### config.mk
export PLATFORM = sky130hd
export DESIGN_NAME = i2c_transaction_sequencer
export DESIGN_NICKNAME = d
export VERILOG_FILES = /design/src/rtl/i2c_seq_pkg.sv /design/src/rtl/i2c_transaction_sequencer_phase_timer.sv /design/src/rtl/i2c_transaction_sequencer.sv
export SDC_FILE = /design/constraint.sdc
export NUM_CORES = 1
export LEC_CHECK = 0
export ABC_AREA = 1
export CORE_ASPECT_RATIO = 1.4
export CORE_MARGIN = 4
export CORE_UTILIZATION = 30
export DETAILED_ROUTE_END_ITERATION = 6
export GPL_TIMING_DRIVEN = 1
export PLACE_DENSITY_LB_ADDON = 0.25
export SYNTH_ARGS = -nofsm -noshare
export SYNTH_HDL_FRONTEND = slang
export SYNTH_SLANG_ARGS = --single-unit
### constraint.sdc
create_clock -name clock -period 5.6 [get_ports clock]
set_clock_uncertainty 0.15 [all_clocks]
set_input_delay 1.12 -clock clock [delete_from_list [all_inputs] [get_ports clock]]
set_output_delay 1.12 -clock clock [all_outputs]
set_load 0.01 [all_outputs]
### src/rtl/i2c_seq_pkg.sv
// Shared types for the I2C transaction sequencer: FSM states, phase kinds, error codes,
// and the helpers that place each phase within a transaction.
package i2c_seq_pkg;

  typedef enum logic [2:0] {
    ST_IDLE,
    ST_ISSUE,
    ST_GAP,
    ST_WAIT,
    ST_CHECK,
    ST_DONE
  } state_t;

  typedef enum logic [2:0] {
    PH_ADDR_W,
    PH_REG,
    PH_WDATA,
    PH_ADDR_R,
    PH_RDATA
  } phase_kind_t;

  localparam logic [1:0] ERR_OK      = 2'd0;
  localparam logic [1:0] ERR_NACK    = 2'd1;
  localparam logic [1:0] ERR_TIMEOUT = 2'd2;
  localparam logic [1:0] ERR_BADCNT  = 2'd3;

  localparam int MAX_BYTES = 4;

  // Phase layout: 0 = addr(W), 1 = reg, then data bytes for a write,
  // or 2 = addr(R) followed by read bytes for a read.
  function automatic phase_kind_t phase_kind(input logic [2:0] idx, input logic is_read);
    if (idx == 3'd0) return PH_ADDR_W;
    if (idx == 3'd1) return PH_REG;
    if (!is_read)    return PH_WDATA;
    if (idx == 3'd2) return PH_ADDR_R;
    return PH_RDATA;
  endfunction

  function automatic logic [2:0] last_phase(input logic is_read, input logic [2:0] count);
    return is_read ? count + 3'd2 : count + 3'd1;
  endfunction

endpackage

### src/rtl/i2c_transaction_sequencer_phase_timer.sv
// Per-phase watchdog: counts enabled cycles since the last clear and flags when the
// count reaches TIMEOUT_CYCLES; the count saturates there until cleared.
module i2c_phase_timer #(
  parameter int TIMEOUT_CYCLES = 50000,
  parameter int TIMER_W        = 16
) (
  input  logic clock,
  input  logic reset,
  input  logic clear,
  input  logic enable,
  output logic expired
);

  logic [TIMER_W-1:0] count;

  assign expired = (count == TIMER_W'(TIMEOUT_CYCLES));

  always_ff @(posedge clock or posedge reset) begin
    if (reset) begin
      count <= '0;
    end else if (clear) begin
      count <= '0;
    end else if (enable && !expired) begin
      count <= count + 1'b1;
    end
  end

endmodule

### src/rtl/i2c_transaction_sequencer.sv
// Runs a full I2C register write or read as a sequence of byte-level controller phases,
// one request in, one done pulse out with an error code and left-aligned read data.
module i2c_transaction_sequencer
  import i2c_seq_pkg::*;
#(
  parameter int TIMEOUT_CYCLES = 50000,
  parameter int TIMER_W        = 16
) (
  input  logic        clock,
  input  logic        reset,
  input  logic        req_valid,
  output logic        req_ready,
  input  logic [6:0]  req_dev_addr,
  input  logic [7:0]  req_reg_addr,
  input  logic        req_is_read,
  input  logic [2:0]  req_count,
  input  logic [31:0] req_wdata,
  output logic        done,
  output logic [1:0]  err_code,
  output logic [31:0] rdata,
  output logic        i2c_trigger,
  output logic        i2c_restart,
  output logic        i2c_last_byte,
  output logic [6:0]  i2c_address,
  output logic        i2c_read_write,
  output logic [7:0]  i2c_write_data,
  input  logic [7:0]  i2c_read_data,
  input  logic        i2c_ack_error,
  input  logic        i2c_busy
);

  state_t      state;
  logic [2:0]  phase_idx;
  logic [2:0]  last_idx;
  logic        lat_read;
  logic [7:0]  lat_reg;
  logic [31:0] lat_wdata;

  logic        req_fire;
  logic        req_read_eff;
  logic        timer_clear;
  logic        timer_en;
  logic        timer_expired;

  logic [2:0]  nxt_idx;
  phase_kind_t nxt_kind;
  phase_kind_t cur_kind;
  logic [2:0]  wsel;
  logic [2:0]  rsel;
  logic [31:0] wshift;
  logic [7:0]  nxt_wdata;
  logic [31:0] rdata_ins;

  assign req_ready    = (state == ST_IDLE) && !i2c_busy;
  assign req_fire     = req_valid && req_ready;
  // A read with no data bytes degenerates to a pointer-only write.
  assign req_read_eff = req_is_read && (req_count != 3'd0);
  assign timer_clear  = (state == ST_ISSUE);
  assign timer_en     = (state == ST_GAP) || (state == ST_WAIT);

  always_comb begin
    nxt_idx   = phase_idx + 3'd1;
    nxt_kind  = phase_kind(nxt_idx, lat_read);
    cur_kind  = phase_kind(phase_idx, lat_read);
    wsel      = nxt_idx - 3'd2;
    rsel      = phase_idx - 3'd3;
    wshift    = lat_wdata << {wsel, 3'b000};
    rdata_ins = {i2c_read_data, 24'h000000} >> {rsel, 3'b000};
    nxt_wdata = 8'h00;
    case (nxt_kind)
      PH_REG:   nxt_wdata = lat_reg;
      PH_WDATA: nxt_wdata = wshift[31:24];
      default:  nxt_wdata = 8'h00;
    endcase
  end

  i2c_phase_timer #(
    .TIMEOUT_CYCLES (TIMEOUT_CYCLES),
    .TIMER_W        (TIMER_W)
  ) u_phase_timer (
    .clock   (clock),
    .reset   (reset),
    .clear   (timer_clear),
    .enable  (timer_en),
    .expired (timer_expired)
  );

  always_ff @(posedge clock or posedge reset) begin
    if (reset) begin
      state          <= ST_IDLE;
      phase_idx      <= 3'd0;
      last_idx       <= 3'd0;
      lat_read       <= 1'b0;
      lat_reg        <= 8'h00;
      lat_wdata      <= 32'h0;
      done           <= 1'b0;
      err_code       <= ERR_OK;
      rdata          <= 32'h0;
      i2c_trigger    <= 1'b0;
      i2c_restart    <= 1'b0;
      i2c_last_byte  <= 1'b0;
      i2c_address    <= 7'h00;
      i2c_read_write <= 1'b0;
      i2c_write_data <= 8'h00;
    end else begin
      i2c_trigger <= 1'b0;
      done        <= 1'b0;
      case (state)
        ST_IDLE: begin
          if (req_fire) begin
            rdata          <= 32'h0;
            err_code       <= ERR_OK;
            lat_read       <= req_read_eff;
            lat_reg        <= req_reg_addr;
            lat_wdata      <= req_wdata;
            phase_idx      <= 3'd0;
            last_idx       <= last_phase(req_read_eff, req_count);
            i2c_address    <= req_dev_addr;
            i2c_read_write <= 1'b0;
            i2c_write_data <= 8'h00;
            i2c_last_byte  <= 1'b0;
            if (req_count > 3'(MAX_BYTES)) begin
              i2c_restart <= 1'b0;
              err_code    <= ERR_BADCNT;
              done        <= 1'b1;
              state       <= ST_DONE;
            end else begin
              i2c_restart <= 1'b1;
              i2c_trigger <= 1'b1;
              state       <= ST_ISSUE;
            end
          end
        end
        ST_ISSUE: state <= ST_GAP;
        // The controller may not have raised busy yet, so GAP never looks at it.
        ST_GAP:   state <= ST_WAIT;
        ST_WAIT: begin
          if (!i2c_busy) begin
            state <= ST_CHECK;
          end else if (timer_expired) begin
            err_code      <= ERR_TIMEOUT;
            i2c_last_byte <= 1'b0;
            done          <= 1'b1;
            state         <= ST_DONE;
          end
        end
        ST_CHECK: begin
          if (i2c_ack_error) begin
            err_code <= ERR_NACK;
            done     <= 1'b1;
            state    <= ST_DONE;
          end else begin
            if (cur_kind == PH_RDATA) begin
              rdata <= rdata | rdata_ins;
            end
            if (phase_idx == last_idx) begin
              err_code <= ERR_OK;
              done     <= 1'b1;
              state    <= ST_DONE;
            end else begin
              phase_idx      <= nxt_idx;
              i2c_restart    <= (nxt_kind == PH_ADDR_R);
              i2c_read_write <= (nxt_kind == PH_ADDR_R) || (nxt_kind == PH_RDATA);
              i2c_write_data <= nxt_wdata;
              i2c_last_byte  <= (nxt_idx == last_idx);
              i2c_trigger    <= 1'b1;
              state          <= ST_ISSUE;
            end
          end
        end
        ST_DONE: begin
          i2c_last_byte <= 1'b0;
          state         <= ST_IDLE;
        end
        default: state <= ST_IDLE;
      endcase
    end
  end

endmodule

# After elaboration in Yosys (flattened, before gate mapping)
# Index checks and enable logic that the tools add are counted.
word_totals:
  ff_bits: 120
  in_bits: 64
  out_inout_bits: 55
  wordCells: 163
classes:
  add_sub_neg: 6
  n_lt_le_gt_ge: 1
  n_eq_ne: 25
  n_shift: 2
  muxes: 90
  n_bitwise: 1
  reduce_logical: 22
ops:
  columns: ["cell", "count"]
  rows:
  - ["2-to-1 mux 32 bit", 3]
  - ["2-to-1 mux 3 bit", 26]
  - ["one-hot mux 32 bit (2 select lines)", 1]
  - ["2-to-1 mux 1 bit", 39]
  - ["2-to-1 mux 16 bit", 2]
  - ["bitwise OR 32 bit", 1]
  - ["one-hot mux 8 bit (2 select lines)", 2]
  - ["<< shifter 32 x 6 -> 32 bit", 1]
  - ["right shift 32 x 6 -> 32 bit", 1]
  - ["2-to-1 mux 8 bit", 3]
  - ["equality test 3 x 2 -> 1 bit (second input constant)", 6]
  - ["adder 16 x 1 -> 16 bit (second input constant)", 1]
  - ["equality test 16 bit (second input constant)", 1]
  - ["one-hot mux 3 bit (5 select lines)", 1]
  - ["equality test 3 x 1 -> 1 bit (second input constant)", 4]
  - ["equality test 3 bit (second input constant)", 4]
  - ["2-to-1 mux 2 bit", 6]
  - ["inequality test 2 bit (second input constant)", 5]
  - ["logical NOT 3 bit", 3]
  - ["AND reduction 4 bit", 2]
  - ["adder 3 x 1 -> 3 bit (second input constant)", 2]
  - ["equality test 3 bit", 2]
  - ["one-hot mux 1 bit (2 select lines)", 3]
  - ["one-hot mux 2 bit (3 select lines)", 1]
  - ["18 further kinds", 27]

# Depth between registers and ports, before layout
# Gate-level depths: netlist of run 1.
depth:
  word_depth: 18
  mapped_depth: 12

# Modules after synthesis
# From an unflattened synthesis of run 1, not the netlist that was laid out.
hier_totals:
  hier_cells: 882
  hier_area_um2: 6373.6
by_module_without_submodules:
  columns: ["mod", "instances", "cells_each", "area_each_um2", "seq_area_each_um2"]
  rows:
  - ["i2c_transaction_sequencer", 1, 699, 5211.2, 2602.5]
  - ["i2c_phase_timer", 1, 183, 1162.4, 400.4]

# Least setup slack after synthesis of run 1
# No wires, ideal clock.
synth_path:
  kind: "input to output"
  from: "input port i2c_busy"
  to: "output port req_ready"
  t_arrival_ns: 1.319
  required_time_ns: 4.330
  path_slack_ns: 3.011
  stages: 1
  path_buffers: 0
  cell_sequence: "nor2_1"
synth_via:
  elab_chain_len: 2
synth_lines:
  columns: ["element", "line_no", "rtl"]
  rows:
  - ["start: declaration", "i2c_transaction_sequencer.sv:29", "input logic i2c_busy"]
  - ["logical NOT 1 bit", null, null]
  - ["logical AND 1 bit", "i2c_transaction_sequencer.sv:54", "assign req_ready = (state == ST_IDLE) && !i2c_busy;"]
  - ["end: declaration", "i2c_transaction_sequencer.sv:12", "output logic req_ready,"]
# Every way passes these cells.

# Worst setup path after layout of run 1
layout_path:
  from: "input port i2c_busy"
  to: "register rdata[23]"
layout_via:
  elab_chain_len: 5
layout_lines:
  columns: ["element", "line_no", "rtl"]
  rows:
  - ["logical NOT 1 bit", null, null]
  - ["logical AND 1 bit", "i2c_transaction_sequencer.sv:54", null]
  - ["logical AND 1 bit", "i2c_transaction_sequencer.sv:55", "assign req_fire = req_valid && req_ready;"]
  - ["inequality test 2 bit (no source line)", null, null]
  - ["AND reduction 4 bit (no source line)", null, null]
  - ["end signal: assignment", "i2c_transaction_sequencer.sv:154", "rdata <= rdata | rdata_ins;"]
  - ["end: declaration", "i2c_transaction_sequencer.sv:20", "output logic [31:0] rdata,"]
# Every way passes these cells.
# A chain may end at the register's enable or synchronous reset.

==> impl_metrics.py, run 1 <==
metrics = {
    "grt": {
        "wire_length_of_the_first_global_routing_pass_um": 29250,
        "grt_overflow": 0,
        "grt_pass1_vias": 5745,
        "maximum_number_of_pins_on_one_net_before_global_route_repair": 65,
        "antenna_found_initial": 0,
        "grtUsageTotal_pct": 15.56,
    },
    "worst_setup_path": {
        "worstRegToRegCells": 7,
        "worst_r2r_startpoint": "state[1]$_DFFE_PP0P_",
        "reg2reg_slack_ns": 2.02,
        "setup_cp_type": "in -> reg",
        "critical_path.reg2reg.endpoint": "rdata[23]$_DFFE_PP0P_",
        "nature_of_the_critical_path_startpoint": "input port",
        "worst-path-max-fanout": 34,
        "cp_arrival_ns": 3.73,
        "critPathCaptureType": "register",
        "worstPathRequired_ns": 5.75,
    },
    "die": {
        "floorplan.die.height_um": 180.1,
        "fp.dieW_um": 130.9,
        "die_area_um2": 23590,
        "io_pins": 119,
        "floorplan.initialDensity_pct": 30.77,
        "placeableCoreArea_um2": 20630,
        "rows": 62,
    },
    "drt": {
        "wl_met1_um": 7762,
        "met2_wirelength_um": 9075,
        "iter_0_drt_violations": 433,
        "via_per_inst": 4.699,
        "dr_wl_met3_um": 772,
        "wl_per_cell_um": 14.24,
        "detailroute.via_count": 5893,
        "route.detailed.drc": 0,
        "maxUsedRoutingLayer": "met4",
        "antenna_left": 0,
        "wirelength_um": 17860,
        "drt_pre_antenna_iters": 5,
    },
    "logic_synthesis": {
        "yosys_warnings": 0,
        "synth-seq-cells": 120,
        "postSynthCellCount": 878,
        "ys_types": 30,
        "net_count_after_synthesis": 951,
        "syn-cell-area_um2": 6349,
        "fraction_of_the_yosys_area_taken_by_sequential_cells_pct": 47.30,
        "avgSynthCellArea_um2": 7.231,
    },
    "worst_hold_path": {
        "worst_hold_path.endpoint": "lat_wdata[13]$_DFFE_PP0P_",
        "hold_path_depth": 2,
        "worst_hold_startpoint": "lat_wdata[13]$_DFFE_PP0P_",
        "hold_wc_path_type": "reg -> reg",
    },
    "sta": {
        "worst_pin_slew_ns": 1.107,
        "final_setup_tns_ns": 0,
        "finalHoldViolations": 0,
        "final-max-slew-violation-count": 0,
        "setup_violating_endpoint_count_in_the_final_report": 0,
        "fin_crit_sh_pct": 64.00,
        "max_slew_margin_pct": 25.91,
        "rsz0062_at_grt": "false",
        "finalWorstPathRequiredPeriod_ns": 3.584,
        "max_freq_mhz": 279.0,
        "hold_slack_ns": 0.3223,
    },
    "final_layout": {
        "utilization_pct": 40.34,
        "most-common-layout-cells": "362 x nand2_1, 120 x dfrtp_1, 118 x clkdlybuf4s50_1, 80 x inv_1, 74 x nor2_1",
        "mostFrequentLayoutCell": "nand2_1",
        "syn_to_final_growth_pct": 31.12,
        "drive_gt1_share_pct": 4.709,
        "num-fill-cells": 2138,
        "net_count_final": 1058,
        "top_regs": "lat_wdata: 32 flops, rdata: 32 flops, u_phase_timer.count: 16 flops",
        "insertedDiodeCount": 0,
    },
    "clock_network": {
        "tritoncts.num_buffers": 17,
        "cts_tree": "yes",
        "clkSinkCount": 120,
        "cts.htree.levels": 4,
        "cts.root.buffer_cell": "clkbuf_16",
        "cts_repair_resize_count": 0,
        "cts_hold_buffers": 0,
        "cts_setup_buffers": 0,
        "ctsLongestPathBuffers": 2,
        "insertion_delay_ns": 0.41,
        "cts.reportedPaths.clkPinSlew_ns": 0.05,
    },
    "place": {
        "dpl.hpwl_um": 12450,
        "place.gp.congestion": 0.8498,
        "port-buffer-count": 118,
    },
    "power": {
        "powerDensity_nw_per_um2": 439.9,
        "max-vdd-ir-drop_mv": 0.2958,
        "power.leakage_uw": 0.004085,
    },
    "flow_run": {
        "timing.max_cap.violations": 0,
    },
    "status": {
        "outcome": "completed",
    },
}
[power breakdown]
part / total, uW / internal (uW) / switching (uW) / leakage, uW
clock network: 1110 / 698 / 409 / 0.000276
registers: 1230 / 1090 / 135 / 0.00158
logic: 1330 / 444 / 886 / 0.00222
total: 3660 / 2230 / 1430 / 0.00408
[kinds of logic (layout without fill, tap and decap cells)]
| group | Yosys count | count (layout) | synth area share (%) |
|---|---|---|---|
| buffers and inverters | 119 | 239 | 7.410 |
| AOI/OAI and AO/OA | 101 | 101 | 9.263 |
| adders and majority gates | 9 | 9 | 1.774 |
| DFF | 120 | 120 | 47.30 |
| xor gates and xnor gates | 8 | 8 | 1.104 |
| and+or+nand+nor | 521 | 521 | 33.15 |
[stage by stage]
stage	cells	power [uW]	worst slack [ns]	cell area [um^2]
2_1_floorplan	878	2130	1.144	6349
3_3_place_gp	1222	2571	1.627	7735
3_5_place_dp	1222	2580	1.597	7735
4_1_cts	1254	3703	2.015	8324
5_1_grt	1254	3938	1.617	8324
6_report	1254	3662	2.016	8324
[routing by layer]
| layer | vias up | global-route usage, % |
|---|---|---|
| met5 | - | 0 |
| met4 | 0 | 5.187 |
| met3 | 20 | 3.173 |
| met2 | 142 | 26.38 |
| met1 | 2743 | 19.48 |
| li1 | 2988 | - |
[worst max path at each step]
| stage | from | endpoint | cells past startpoint |
|---|---|---|---|
| 5_1_grt | state[1]$_DFFE_PP0P_ | rdata[11]$_DFFE_PP0P_ | 7 |
| 3_3_place_gp | i2c_busy | rdata[3]$_DFFE_PP0P_ | 7 |
| 3_5_place_dp | i2c_busy | rdata[23]$_DFFE_PP0P_ | 7 |
| 4_1_cts | i2c_busy | req_ready | 3 |
| 2_1_floorplan | reset | done$_DFF_PP0_ | 1 |
| 6_report | i2c_busy | rdata[23]$_DFFE_PP0P_ | 7 |
[cell usage after synthesis, drive strengths merged]
| master | n | area, um^2 |
|---|---|---|
| nand3b | 1 | 7.510 |
| nand3 | 55 | 275.3 |
| o211ai | 19 | 142.6 |
| ha | 9 | 112.6 |
| o21bai | 1 | 7.510 |
| o21ai | 37 | 185.2 |
| a21oi | 38 | 209.0 |
| clkbuf | 13 | 48.80 |
| a21boi | 2 | 15.01 |
| xor2 | 5 | 43.79 |
| nand4 | 14 | 87.58 |
| buf | 22 | 106.4 |
| a31oi | 1 | 6.260 |
| nand2 | 363 | 1365 |
| and2 | 1 | 6.260 |
| nor2 | 78 | 312.8 |
| xnor2 | 3 | 26.28 |
| inv | 84 | 315.3 |
| o31ai | 3 | 22.52 |
| dfrtp | 120 | 3003 |
| nor3 | 9 | 50.05 |
[area by class of cell]
| type | instances | area (um^2) | area share (%) |
|---|---|---|---|
| timing repair buffer | 123 | 1219 | 14.64 |
| multi-input combinational | 639 | 2875 | 34.54 |
| inverter | 84 | 317.8 | 3.818 |
| tap | 256 | 320.3 | 3.848 |
| clock buffer | 20 | 436.7 | 5.246 |
| clock inverter | 12 | 152.6 | 1.834 |
| sequential | 120 | 3003 | 36.07 |
[critical path: stages]
cell,delay (ns)
clkdlybuf4s50_1,0.48
inv_1,0.11
a21oi_2,0.09
a21oi_4,0.71
nand2_1,0.89
nand2_1,0.26
nand2_1,0.07
(Power assumes the default switching activity.)
==> inputs of run 2 (changes only) <==
clock period = 3.5 ns   (was 5.6 ns; I/O delays follow)
==> run 2 against run 1 <==
Via count is 0.22% lower. Critical path type unchanged. Register-to-register slack worse by 1.3 ns. Flip-flop and latch count did not move. Largest cell class unchanged. Design area is 0.59% higher. Wire length shrank 0.77%. Worst hold slack better by 0.00094 ns.
==> impl_metrics.py, run 2 (synthesis results as in run 1) <==
metrics = {
    "status": {
        "outcome": "completed",
    },
    "sta": {
        "worst_pin_slew_ns": 0.9976,
        "max_slew_margin_pct": 33.20,
        "finalHoldViolations": 0,
        "final-max-slew-violation-count": 0,
        "finalWorstPathRequiredPeriod_ns": 2.882,
        "setup_violating_endpoint_count_in_the_final_report": 0,
        "timing.final.ws_setup_ns": 0.6178,
        "final_setup_tns_ns": 0,
        "max_freq_mhz": 347.0,
        "rsz0062_at_grt": "false",
        "fin_crit_sh_pct": 82.35,
    },
    "final_layout": {
        "mostFrequentLayoutCell": "nand2_1",
        "drive_gt1_share_pct": 5.195,
        "most-common-layout-cells": "362 x nand2_1, 120 x dfrtp_1, 118 x clkdlybuf4s50_1, 80 x inv_1, 74 x nor2_1",
        "net_count_final": 1061,
        "top_regs": "lat_wdata: 32 flops, rdata: 32 flops, u_phase_timer.count: 16 flops",
        "insertedDiodeCount": 0,
        "syn_to_final_growth_pct": 31.89,
    },
    "place": {
        "port-buffer-count": 118,
        "place.gp.congestion": 0.8279,
        "place_ws_ns": 0.1799,
        "dpl.hpwl_um": 12200,
    },
    "clock_network": {
        "cts.root.buffer_cell": "clkbuf_16",
        "cts_repair_resize_count": 0,
        "cts_setup_buffers": 0,
        "cts_hold_buffers": 0,
        "tritoncts.num_buffers": 17,
        "clkSinkCount": 120,
        "insertion_delay_ns": 0.41,
        "ctsLongestPathBuffers": 2,
        "cts.htree.levels": 4,
        "cts.reportedPaths.clkPinSlew_ns": 0.06,
        "cts_tree": "yes",
    },
    "grt": {
        "grt_overflow": 0,
        "grtUsageTotal_pct": 15.77,
        "maximum_number_of_pins_on_one_net_before_global_route_repair": 121,
        "wire_length_of_the_first_global_routing_pass_um": 29990,
        "grt_pass1_vias": 6042,
        "antenna_found_initial": 0,
    },
    "worst_setup_path": {
        "worstRegToRegCells": 7,
        "critical_path.reg2reg.endpoint": "i2c_write_data[4]$_DFFE_PP0P_",
        "critPathCaptureType": "register",
        "worst_r2r_startpoint": "state[0]$_DFFE_PP0P_",
        "critPathSlowestCell": "a21oi_4",
        "setup_cp_type": "in -> reg",
        "worstPathRequired_ns": 3.65,
        "worst-path-max-fanout": 34,
        "cp_arrival_ns": 3.03,
        "critPathMaxStageDelay_ns": 0.71,
        "reg2reg_slack_ns": 0.72,
        "critPathMostFrequentCell": "nand2_1",
        "path_cells": "clkdlybuf4s50_1 > inv_1 > a21oi_2 > a21oi_4 > o211ai_1 > nand2_1 > nand2_1",
        "nature_of_the_critical_path_startpoint": "input port",
        "startpoint": "i2c_busy",
    },
    "flow_run": {
        "timing.max_cap.violations": 0,
    },
    "worst_hold_path": {
        "worst_hold_path.endpoint": "lat_wdata[10]$_DFFE_PP0P_",
        "worst_hold_startpoint": "lat_wdata[10]$_DFFE_PP0P_",
        "hold_wc_path_type": "reg -> reg",
        "hold_path_depth": 2,
    },
    "drt": {
        "wirelength_um": 17720,
        "route.detailed.drc": 0,
        "detailroute.via_count": 5880,
        "drt_pre_antenna_iters": 5,
        "wl_per_cell_um": 14.10,
        "via_per_inst": 4.678,
        "antenna_left": 0,
        "iter_0_drt_violations": 350,
    },
    "power": {
        "max-vdd-ir-drop_mv": 0.3912,
        "powerDensity_nw_per_um2": 701.4,
        "power.leakage_uw": 0.004099,
    },
    "die": {
        "placeableCoreArea_um2": 20630,
        "floorplan.initialDensity_pct": 30.77,
        "fp.dieW_um": 130.9,
        "die_area_um2": 23590,
        "io_pins": 119,
        "rows": 62,
        "floorplan.die.height_um": 180.1,
    },
}
run 2: changes by cell type in the layout (fill, tap and decap cells not counted), moves of 2 or more:
cell	delta
clkinv_2	-2
inv_6	+3
buf_12	+2
clkinvlp_4	+2
clkbuf_1	-2
run 2: metrics by stage:
step                total power [uW]  hold slack [ns]  instance area, um^2  util (%)  instances
floorplan                       3409           0.2936                 6352         -        878
global placement                4162           0.3067                 7784     37.72       1225
detailed placement              4175           0.3109                 7784     37.72       1225
CTS                             5961           0.3264                 8373     40.58       1257
global route                    6325           0.3391                 8373     40.58       1257
finish                          5873           0.3232                 8373     40.58       1257
run 2: where the power goes:
part | internal (uW) | switching [uW] | total, uW
registers | 1750 | 227 | 1970
clock network | 1070 | 675 | 1750
logic | 735 | 1420 | 2150
total | 3550 | 2320 | 5870
run 2: worst max-delay path by stage:
stage	to	cells past startpoint
2_1_floorplan	done$_DFF_PP0_	1
3_3_place_gp	i2c_write_data[2]$_DFFE_PP0P_	7
3_5_place_dp	i2c_write_data[4]$_DFFE_PP0P_	7
4_1_cts	req_ready	4
5_1_grt	i2c_write_data[4]$_DFFE_PP0P_	7
6_report	i2c_write_data[4]$_DFFE_PP0P_	7
run 2: critical path: cells and delay by family:
family | cells | cell delay, ns
simple gates | 2 | 0.27
buf+inv | 2 | 0.60
compound gates | 3 | 1.45
run 2: layer usage:
layer | track usage [%] | part of all wire (%) | up-vias
li1 | - | - | 3001
met1 | 19.46 | 44 | 2721
met2 | 26.95 | 51 | 138
met3 | 3.618 | 4.0 | 20
met4 | 4.899 | 1.6 | 0
met5 | 0 | 0 | -
run 2: final cells by class:
class	instances	area [um^2]
Clock buffer	19	442.9
Sequential cell	120	3003
Multi-Input combinational cell	639	2875
Clock inverter	13	146.4
Fill cell	2164	12260
Tap cell	256	320.3
Inverter	84	319.1
Timing Repair Buffer	126	1266
==> inputs of run 3 (changes only) <==
clock period = 2.8 ns   (was 3.5 ns; I/O delays follow)
==> run 3 against run 2 <==
Power increased by 30%. Critical path depth down 3. Combinational power up 27%. Sequential share of layout area down 0.54 points. Design area rose by 1.5%. Register-to-register slack lost 0.18 ns. Wire length up 0.82%. Critical endpoint is now req_ready.
==> impl_metrics.py, run 3 (synthesis results as in run 1) <==
metrics = {
    "sta": {
        "setup_violating_endpoint_count_in_the_final_report": 0,
        "max_slew_margin_pct": 63.20,
        "timing.final.ws_setup_ns": 0.09220,
        "finalHoldViolations": 0,
        "finalWorstPathRequiredPeriod_ns": 2.708,
        "fin_crit_sh_pct": 96.71,
        "final-max-slew-violation-count": 0,
        "max_freq_mhz": 369.3,
        "final_setup_tns_ns": 0,
        "worst_pin_slew_ns": 0.5514,
        "rsz0062_at_grt": "false",
    },
    "final_layout": {
        "insertedDiodeCount": 0,
        "most-common-layout-cells": "362 x nand2_1, 120 x dfrtp_1, 118 x clkdlybuf4s50_1, 80 x inv_1, 74 x nor2_1",
        "net_count_final": 1067,
        "syn_to_final_growth_pct": 33.92,
        "drive_gt1_share_pct": 5.859,
        "top_regs": "lat_wdata: 32 flops, rdata: 32 flops, u_phase_timer.count: 16 flops",
        "num-fill-cells": 2134,
        "mostFrequentLayoutCell": "nand2_1",
    },
    "worst_setup_path": {
        "critPathMaxStageDelay_ns": 0.56,
        "critical_path.top_delay_family": "simple AND/OR/NAND/NOR gates",
        "crit_end": "req_ready",
        "startpoint": "state[0]$_DFFE_PP0P_",
        "worstPathRequired_ns": 2.09,
        "number_of_buffers_and_inverters_on_the_critical_path": 1,
        "nature_of_the_critical_path_startpoint": "register",
        "worstRegToRegCells": 9,
        "worst-path-max-fanout": 6,
        "timing.critical_path.depth": 4,
        "critPathCaptureType": "output port",
        "critPathSlowestCell": "clkdlybuf4s50_1",
        "reg2reg_slack_ns": 0.54,
        "setup_cp_type": "reg -> out",
        "path_cells": "nor2_4 > nand2_1 > nor2_1 > clkdlybuf4s50_1",
        "cp_arrival_ns": 2.00,
        "critical_path.reg2reg.endpoint": "rdata[23]$_DFFE_PP0P_",
        "worst_r2r_startpoint": "phase_idx[0]$_DFFE_PP0P_",
    },
    "die": {
        "fp.dieW_um": 130.9,
        "io_pins": 119,
        "placeableCoreArea_um2": 20630,
        "rows": 62,
        "floorplan.initialDensity_pct": 30.77,
        "die_area_um2": 23590,
        "floorplan.die.height_um": 180.1,
    },
    "clock_network": {
        "cts_hold_buffers": 0,
        "tritoncts.num_buffers": 17,
        "cts.root.buffer_cell": "clkbuf_16",
        "cts_repair_resize_count": 0,
        "cts_setup_buffers": 0,
        "clkSinkCount": 120,
        "cts.reportedPaths.clkPinSlew_ns": 0.06,
        "cts_tree": "yes",
        "cts.htree.levels": 4,
        "ctsLongestPathBuffers": 2,
        "insertion_delay_ns": 0.42,
    },
    "grt": {
        "wire_length_of_the_first_global_routing_pass_um": 29100,
        "maximum_number_of_pins_on_one_net_before_global_route_repair": 84,
        "grtUsageTotal_pct": 15.43,
        "grt_pass1_vias": 5718,
        "grt_overflow": 0,
        "antenna_found_initial": 0,
    },
    "power": {
        "powerDensity_nw_per_um2": 900.6,
        "internal_power_uw": 4759,
        "switching_share_pct": 37.85,
        "power.leakage_uw": 0.004174,
        "power.net_switching_uw": 2898,
        "max-vdd-ir-drop_mv": 0.5170,
        "pwr-share-clk_pct": 32.1,
        "seq_power_share_pct": 32.2,
        "combinationalPowerShare_pct": 35.7,
    },
    "flow_run": {
        "timing.max_cap.violations": 0,
    },
    "drt": {
        "wl_per_cell_um": 14.15,
        "via_per_inst": 4.690,
        "drt_pre_antenna_iters": 5,
        "wl_met1_um": 7718,
        "antenna_left": 0,
        "iter_0_drt_violations": 390,
        "wirelength_um": 17870,
        "maxUsedRoutingLayer": "met4",
        "dr_wl_met3_um": 790,
        "detailroute.via_count": 5923,
        "route.detailed.drc": 0,
        "met2_wirelength_um": 9140,
    },
    "place": {
        "place.gp.congestion": 0.8216,
        "port-buffer-count": 118,
        "place_ws_ns": 0.2885,
        "dpl.hpwl_um": 12400,
    },
    "worst_hold_path": {
        "hold_wc_path_type": "reg -> reg",
    },
    "status": {
        "outcome": "completed",
    },
}
==> run 3: how the worst min path moves through the flow <==
stage                     slack [ns]                 startpoint  cells after the start                         to
final                           0.32  lat_wdata[10]$_DFFE_PP0P_                      2  lat_wdata[10]$_DFFE_PP0P_
after global routing            0.34  lat_wdata[10]$_DFFE_PP0P_                      2  lat_wdata[10]$_DFFE_PP0P_
after CTS                       0.33  lat_wdata[10]$_DFFE_PP0P_                      2  lat_wdata[10]$_DFFE_PP0P_
after detailed placement        0.31  lat_wdata[10]$_DFFE_PP0P_                      2  lat_wdata[10]$_DFFE_PP0P_
after global placement          0.31  lat_wdata[10]$_DFFE_PP0P_                      2  lat_wdata[10]$_DFFE_PP0P_
after floorplan                 0.29  lat_wdata[10]$_DFFE_PP0P_                      2  lat_wdata[10]$_DFFE_PP0P_
==> run 3: power by group through the flow <==
| stage | registers [uW] | clock network, uW | logic [uW] |
|---|---|---|---|
| after floorplan | 2460 | 0 | 1800 |
| after CTS | 2470 | 2510 | 2790 |
| final | 2470 | 2460 | 2730 |
| after global placement | 2490 | 0 | 2760 |
| after global routing | 2530 | 2580 | 3090 |
| after detailed placement | 2490 | 0 | 2770 |
==> run 3: metrics by stage <==
stage	util (%)	power [uW]	instances	area, um^2	hold WS (ns)
2_1_floorplan	-	4261	878	6352	0.2936
3_3_place_gp	38.00	5248	1231	7841	0.3070
3_5_place_dp	38.00	5265	1231	7841	0.3122
4_1_cts	41.20	7775	1263	8502	0.3271
5_1_grt	41.20	8193	1263	8502	0.3423
6_report	41.20	7657	1263	8502	0.3230
==> run 3: worst min-delay path, cell delays in order (launching register included) <==
cell and delay [ns]:
dfrtp_1 0.34, nand2_1 0.05, nand2_1 0.05
==> run 3: routing by layer <==
metal / track usage, % / vias to the layer above
li1: - / 3004
met1: 19.66 / 2753
met2: 25.85 / 146
met3: 3.440 / 20
met4: 4.570 / 0
met5: 0 / -
==> run 3: final cells by class <==
class	count	area, um^2	share of cell area, %
sequential	120	3003	35.32
clock buffer	18	439.2	5.166
inverter	84	319.1	3.753
timing repair buffer	132	1324	15.57
clock inverter	14	221.5	2.605
tap	256	320.3	3.767
multi-input combinational	639	2875	33.82
==> RTL edit 1: new RTL, settings of run 3 <==
`TIMER_W` is set to 16 in 2 places; all go to 32.
--- a/src/rtl/i2c_transaction_sequencer_phase_timer.sv
+++ b/src/rtl/i2c_transaction_sequencer_phase_timer.sv
@@ -3,5 +3,5 @@
 module i2c_phase_timer #(
   parameter int TIMEOUT_CYCLES = 50000,
-  parameter int TIMER_W        = 16
+  parameter int TIMER_W        = 32
 ) (
   input  logic clock,
--- a/src/rtl/i2c_transaction_sequencer.sv
+++ b/src/rtl/i2c_transaction_sequencer.sv
@@ -5,5 +5,5 @@
 #(
   parameter int TIMEOUT_CYCLES = 50000,
-  parameter int TIMER_W        = 16
+  parameter int TIMER_W        = 32
 ) (
   input  logic        clock,
Behaviour: no difference found for any inputs over 10 cycles, from zero or initial values and one cycle with reset high; that may be too few to reach the edited logic, so the function may still have changed.
==> RTL edit 1 against run 3 <==
- power is 13% higher
- setup slack better by 120 ps
- synthesized area is 18% higher
- sequential cell count is 16 higher
- cell count increased by 19%
- wire length grew 22%
- via count rose by 19%
- final area increased by 14%
==> RTL edit 1: results (changes against run 3) <==
outcome - finished clean
Port Buffer Count - 118 (unchanged)
vias in the first global route - 7079 (+24%)
average wire per standard cell - 14.5 um (+2.5%)
cell family with most CP delay - buffers and inverters
switching part of the total - 0.384 (+0.00565)
GR Layer Usage met3 - 0.0310 (-0.00339)
Cell variety after synth - 32 (+6.7%)
reg-to-reg startpoint - u_phase_timer.count[0]$_DFFE_PP0P_
max layer used - met4
global-route wire length before repair - 36.3 mm (+25%)
post-layout net count - 1245 (+17%)
worst-case reg-to-reg path depth - 12 (+3)
pre-CTS WS - 331 ps (+42.8 ps)
Buf+Inv Stages, Crit Path - 3 (+2)
met1 Usage GRT - 0.187 (-0.00953)
wl on met1 - 8.70 mm (+13%)
critical path arrival - 1880 ps (-120 ps)
Initial DRT Pass Iterations - 5 (unchanged)
Global Route Usage Sum - 0.164 (+0.00951)
Worst Hold Class - flop to flop
reg2reg end - u_phase_timer.count[4]$_DFFE_PP0P_
Syn Nets - 1126 (+18%)
peak supply drop - 464 uV (-10%)
Period minus WS final - 2590 ps (-121 ps)
Setup crit end - req_ready
largest net degree at the start of global routing - 61 (-27%)
layout cell share with drive strength beyond 1 - 0.0675 (+0.00892)
HPWL after detailed placement - 15.9 mm (+28%)
met2 wire len - 11.4 mm (+25%)
Endpoint, Worst Hold - err_code[0]$_DFFE_PP0P_
total CTS buffers - 17 (unchanged)
synth warn - 0 (unchanged)
R2R Setup Slk - 420 ps (-120 ps)
Post-DP Area - 9060 sq um (+16%)
GPL Wtd Cong - 0.890 (+8.3%)
peak fanout along the critical path - 5 (-1)
synthesized area per cell - 7.11 sq um (-1.7%)
Seq/Total Area, Yosys - 0.455 (-0.0184)
worst-case hold slack - 325 ps (+1.86 ps)
worst relative slew slack - 0.539 (-0.0934)
Pleak - 4.56 nW (+9.3%)
commonest cells in the netlist - 424 x nand2_1, 136 x dfrtp_1, 115 x nor2_1
min-delay src - err_code[0]$_DFFE_PP0P_
Vias/cell - 4.68 (-0.22%)
top area cells in the synthesized netlist - dfrtp_1 45%, nand2_1 21%, nor2_1 5.8%
Comb group - 3.29 mW (+21%)
Finished Layout Cells - 1500 (+19%)
Power Density - 887 nW/um^2 (-1.5%)
GRT met2 Usage - 0.292 (+0.0336)
crit-path max cell delay - 540 ps (-20 ps)
Power Sequential - 2.78 mW (+13%)
met3 WL post-DR - 809 um (+2.4%)
==> RTL edit 1: cell count changes after synthesis, sizes merged, moves of 7 or more <==
| cell | change |
|---|---|
| a21boi | +7 |
| a31oi | +15 |
| dfrtp | +16 |
| nand2 | +64 |
| nor2 | +41 |
| o211ai | -17 |
| o21ai | +29 |
==> RTL edit 1: logic make-up (layout without fill, tap and decap cells) <==
kind of cell	count (synthesis)	in the layout	synth area share
buffers and inverters	131	263	0.0759
AO/OA/AOI/OAI	135	135	0.104
flip-flops	136	136	0.455
adder cells (fa/ha/maj)	9	9	0.0150
XOR/XNOR	9	9	0.0105
AND/OR/NAND/NOR	633	633	0.340
==> RTL edit 1: area by class of cell <==
class	count	area, sq um
clock inverter	14	229
tap	315	394
sequential	136	3400
inverter	89	338
fill	2558	14900
clock buffer	18	429
multi-input combinational	786	3510
timing repair buffer	142	1410
==> RTL edit 2: new RTL, flow settings as in run 3 <==
Without the edit above. Reset style: synchronous (`reset`), changed in 2 clocked blocks.
--- a/src/rtl/i2c_transaction_sequencer_phase_timer.sv
+++ b/src/rtl/i2c_transaction_sequencer_phase_timer.sv
@@ -16,5 +16,5 @@
   assign expired = (count == TIMER_W'(TIMEOUT_CYCLES));
 
-  always_ff @(posedge clock or posedge reset) begin
+  always_ff @(posedge clock) begin
     if (reset) begin
       count <= '0;
--- a/src/rtl/i2c_transaction_sequencer.sv
+++ b/src/rtl/i2c_transaction_sequencer.sv
@@ -86,5 +86,5 @@
   );
 
-  always_ff @(posedge clock or posedge reset) begin
+  always_ff @(posedge clock) begin
     if (reset) begin
       state          <= ST_IDLE;
Check against the original RTL: differs if reset is asserted again (counterexample within 4 cycles, from zero or initial values and one cycle with reset high); with reset held inactive, the same outputs for 10 cycles.
==> RTL edit 2 against run 3 <==
- sequential cell count did not move
- non-clock buffer count fell by 3
- first-iteration DRC count fell by 9.2%
- synthesized area fell by 6.8%
- critical path type is now input port to output port
- count of clock-buffer cells in the layout rose by 3
- sequential power fell by 19%
- final area fell by 8.1%
- power fell by 26%
- clock power fell by 8.9%
- setup slack improved by 190 ps
- wire length fell by 9.0%
- core utilization fell by 0.72 points
==> RTL edit 2: results (changes against run 3) <==
top area cells in the synthesized netlist - dfxtp_1 41%, nand2_1 13%, a21oi_1 9.8%
Power Internal - 3.85 mW (-19%)
outcome - finished clean
Seq/Total Area, Yosys - 0.406 (-0.0671)
Global Route Usage Sum - 0.152 (-0.00270)
top_reg_cell synth - dfxtp_1
commonest cells in the netlist - 201 x nand2_1, 120 x dfxtp_1, 116 x a21oi_1
global-route wire length before repair - 26.8 mm (-7.8%)
vias in the first global route - 5491 (-4.0%)
Syn Nets - 926 (-2.6%)
pre-CTS WS - 282 ps (-6.05 ps)
fillers - 2043 (-4.3%)
Pleak - 2.95 nW (-29%)
critical path arrival - 1810 ps (-190 ps)
GPL Wtd Cong - 0.817 (-0.61%)
R2R Setup Slk - 580 ps (+40 ps)
layout cell share with drive strength beyond 1 - 0.0802 (+0.0217)
largest net degree at the start of global routing - 41 (-51%)
Least-Margin Pin Slew - 430 ps (-122 ps)
largest registers - lat_wdata (32), rdata (32), u_phase_timer.count (16)
fraction of registers with async set/reset - 0 (-1.00)
peak fanout along the critical path - 4 (-2)
Vias/cell - 4.57 (-2.5%)
Worst Hold Class - flop to flop
initial drt markers - 354 (-9.2%)
worst-case hold slack - 297 ps (-26.4 ps)
-- RTL edit 2: logic make-up after synthesis --
| family | Yosys count | share of synthesized area |
|---|---|---|
| AND/OR/NAND/NOR | 380 | 0.280 |
| AO/OA/AOI/OAI | 170 | 0.150 |
| buffers and inverters | 161 | 0.125 |
| flip-flops | 120 | 0.406 |
| XOR/XNOR | 13 | 0.0205 |
| adder cells (fa/ha/maj) | 9 | 0.0190 |
-- RTL edit 2: cell type report --
class | instances | share of cell area
Inverter | 119 | 0.0574
Multi-Input combinational cell | 572 | 0.356
Tap cell | 248 | 0.0397
Clock buffer | 21 | 0.0590
Sequential cell | 120 | 0.308
Clock inverter | 11 | 0.0189
Timing Repair Buffer | 129 | 0.162
-- RTL edit 2: power groups by stage --
stage	clock, mW	sequential, mW	combinational (mW)
6_report	2.24	2.00	1.42
5_1_grt	2.38	2.02	1.62
4_1_cts	2.30	2.00	1.45
3_5_place_dp	0	2.03	1.45
3_3_place_gp	0	2.03	1.43
2_1_floorplan	0	2.03	1.09
-- RTL edit 2: path summary, 6_finish.rpt --
kind | from | end | depth (start not counted)
setup / recovery | i2c_busy | req_ready | 3
hold / removal | rdata[19]$_SDFFE_PP0P_ | rdata[19]$_SDFFE_PP0P_ | 2
setup reg to reg | phase_idx[1]$_SDFFE_PP0P_ | i2c_write_data[6]$_SDFFE_PP0P_ | 11
hold reg to reg | rdata[19]$_SDFFE_PP0P_ | rdata[19]$_SDFFE_PP0P_ | 2
-- RTL edit 2: stage by stage --
| stage | instance area, sq um | std cells | power (mW) | util |
|---|---|---|---|---|
| 2_1_floorplan | 5920 | 853 | 3.12 | - |
| 3_3_place_gp | 7200 | 1188 | 3.46 | 0.373 |
| 3_5_place_dp | 7200 | 1188 | 3.48 | 0.373 |
| 4_1_cts | 7810 | 1220 | 5.75 | 0.405 |
| 5_1_grt | 7810 | 1220 | 6.02 | 0.405 |
| 6_report | 7810 | 1220 | 5.67 | 0.405 |
-- RTL edit 2: worst max-delay path: stages --
cell	delay, ps
clkdlybuf4s50_1	490
nor2_4	160
clkdlybuf4s50_1	590
-- RTL edit 2: per-layer routing --
metal	GRT usage	up-vias	part of all wire
li1	-	2918	-
met1	0.176	2507	0.43
met2	0.265	127	0.50
met3	0.0369	26	0.044
met4	0.0622	0	0.027
met5	0	-	0
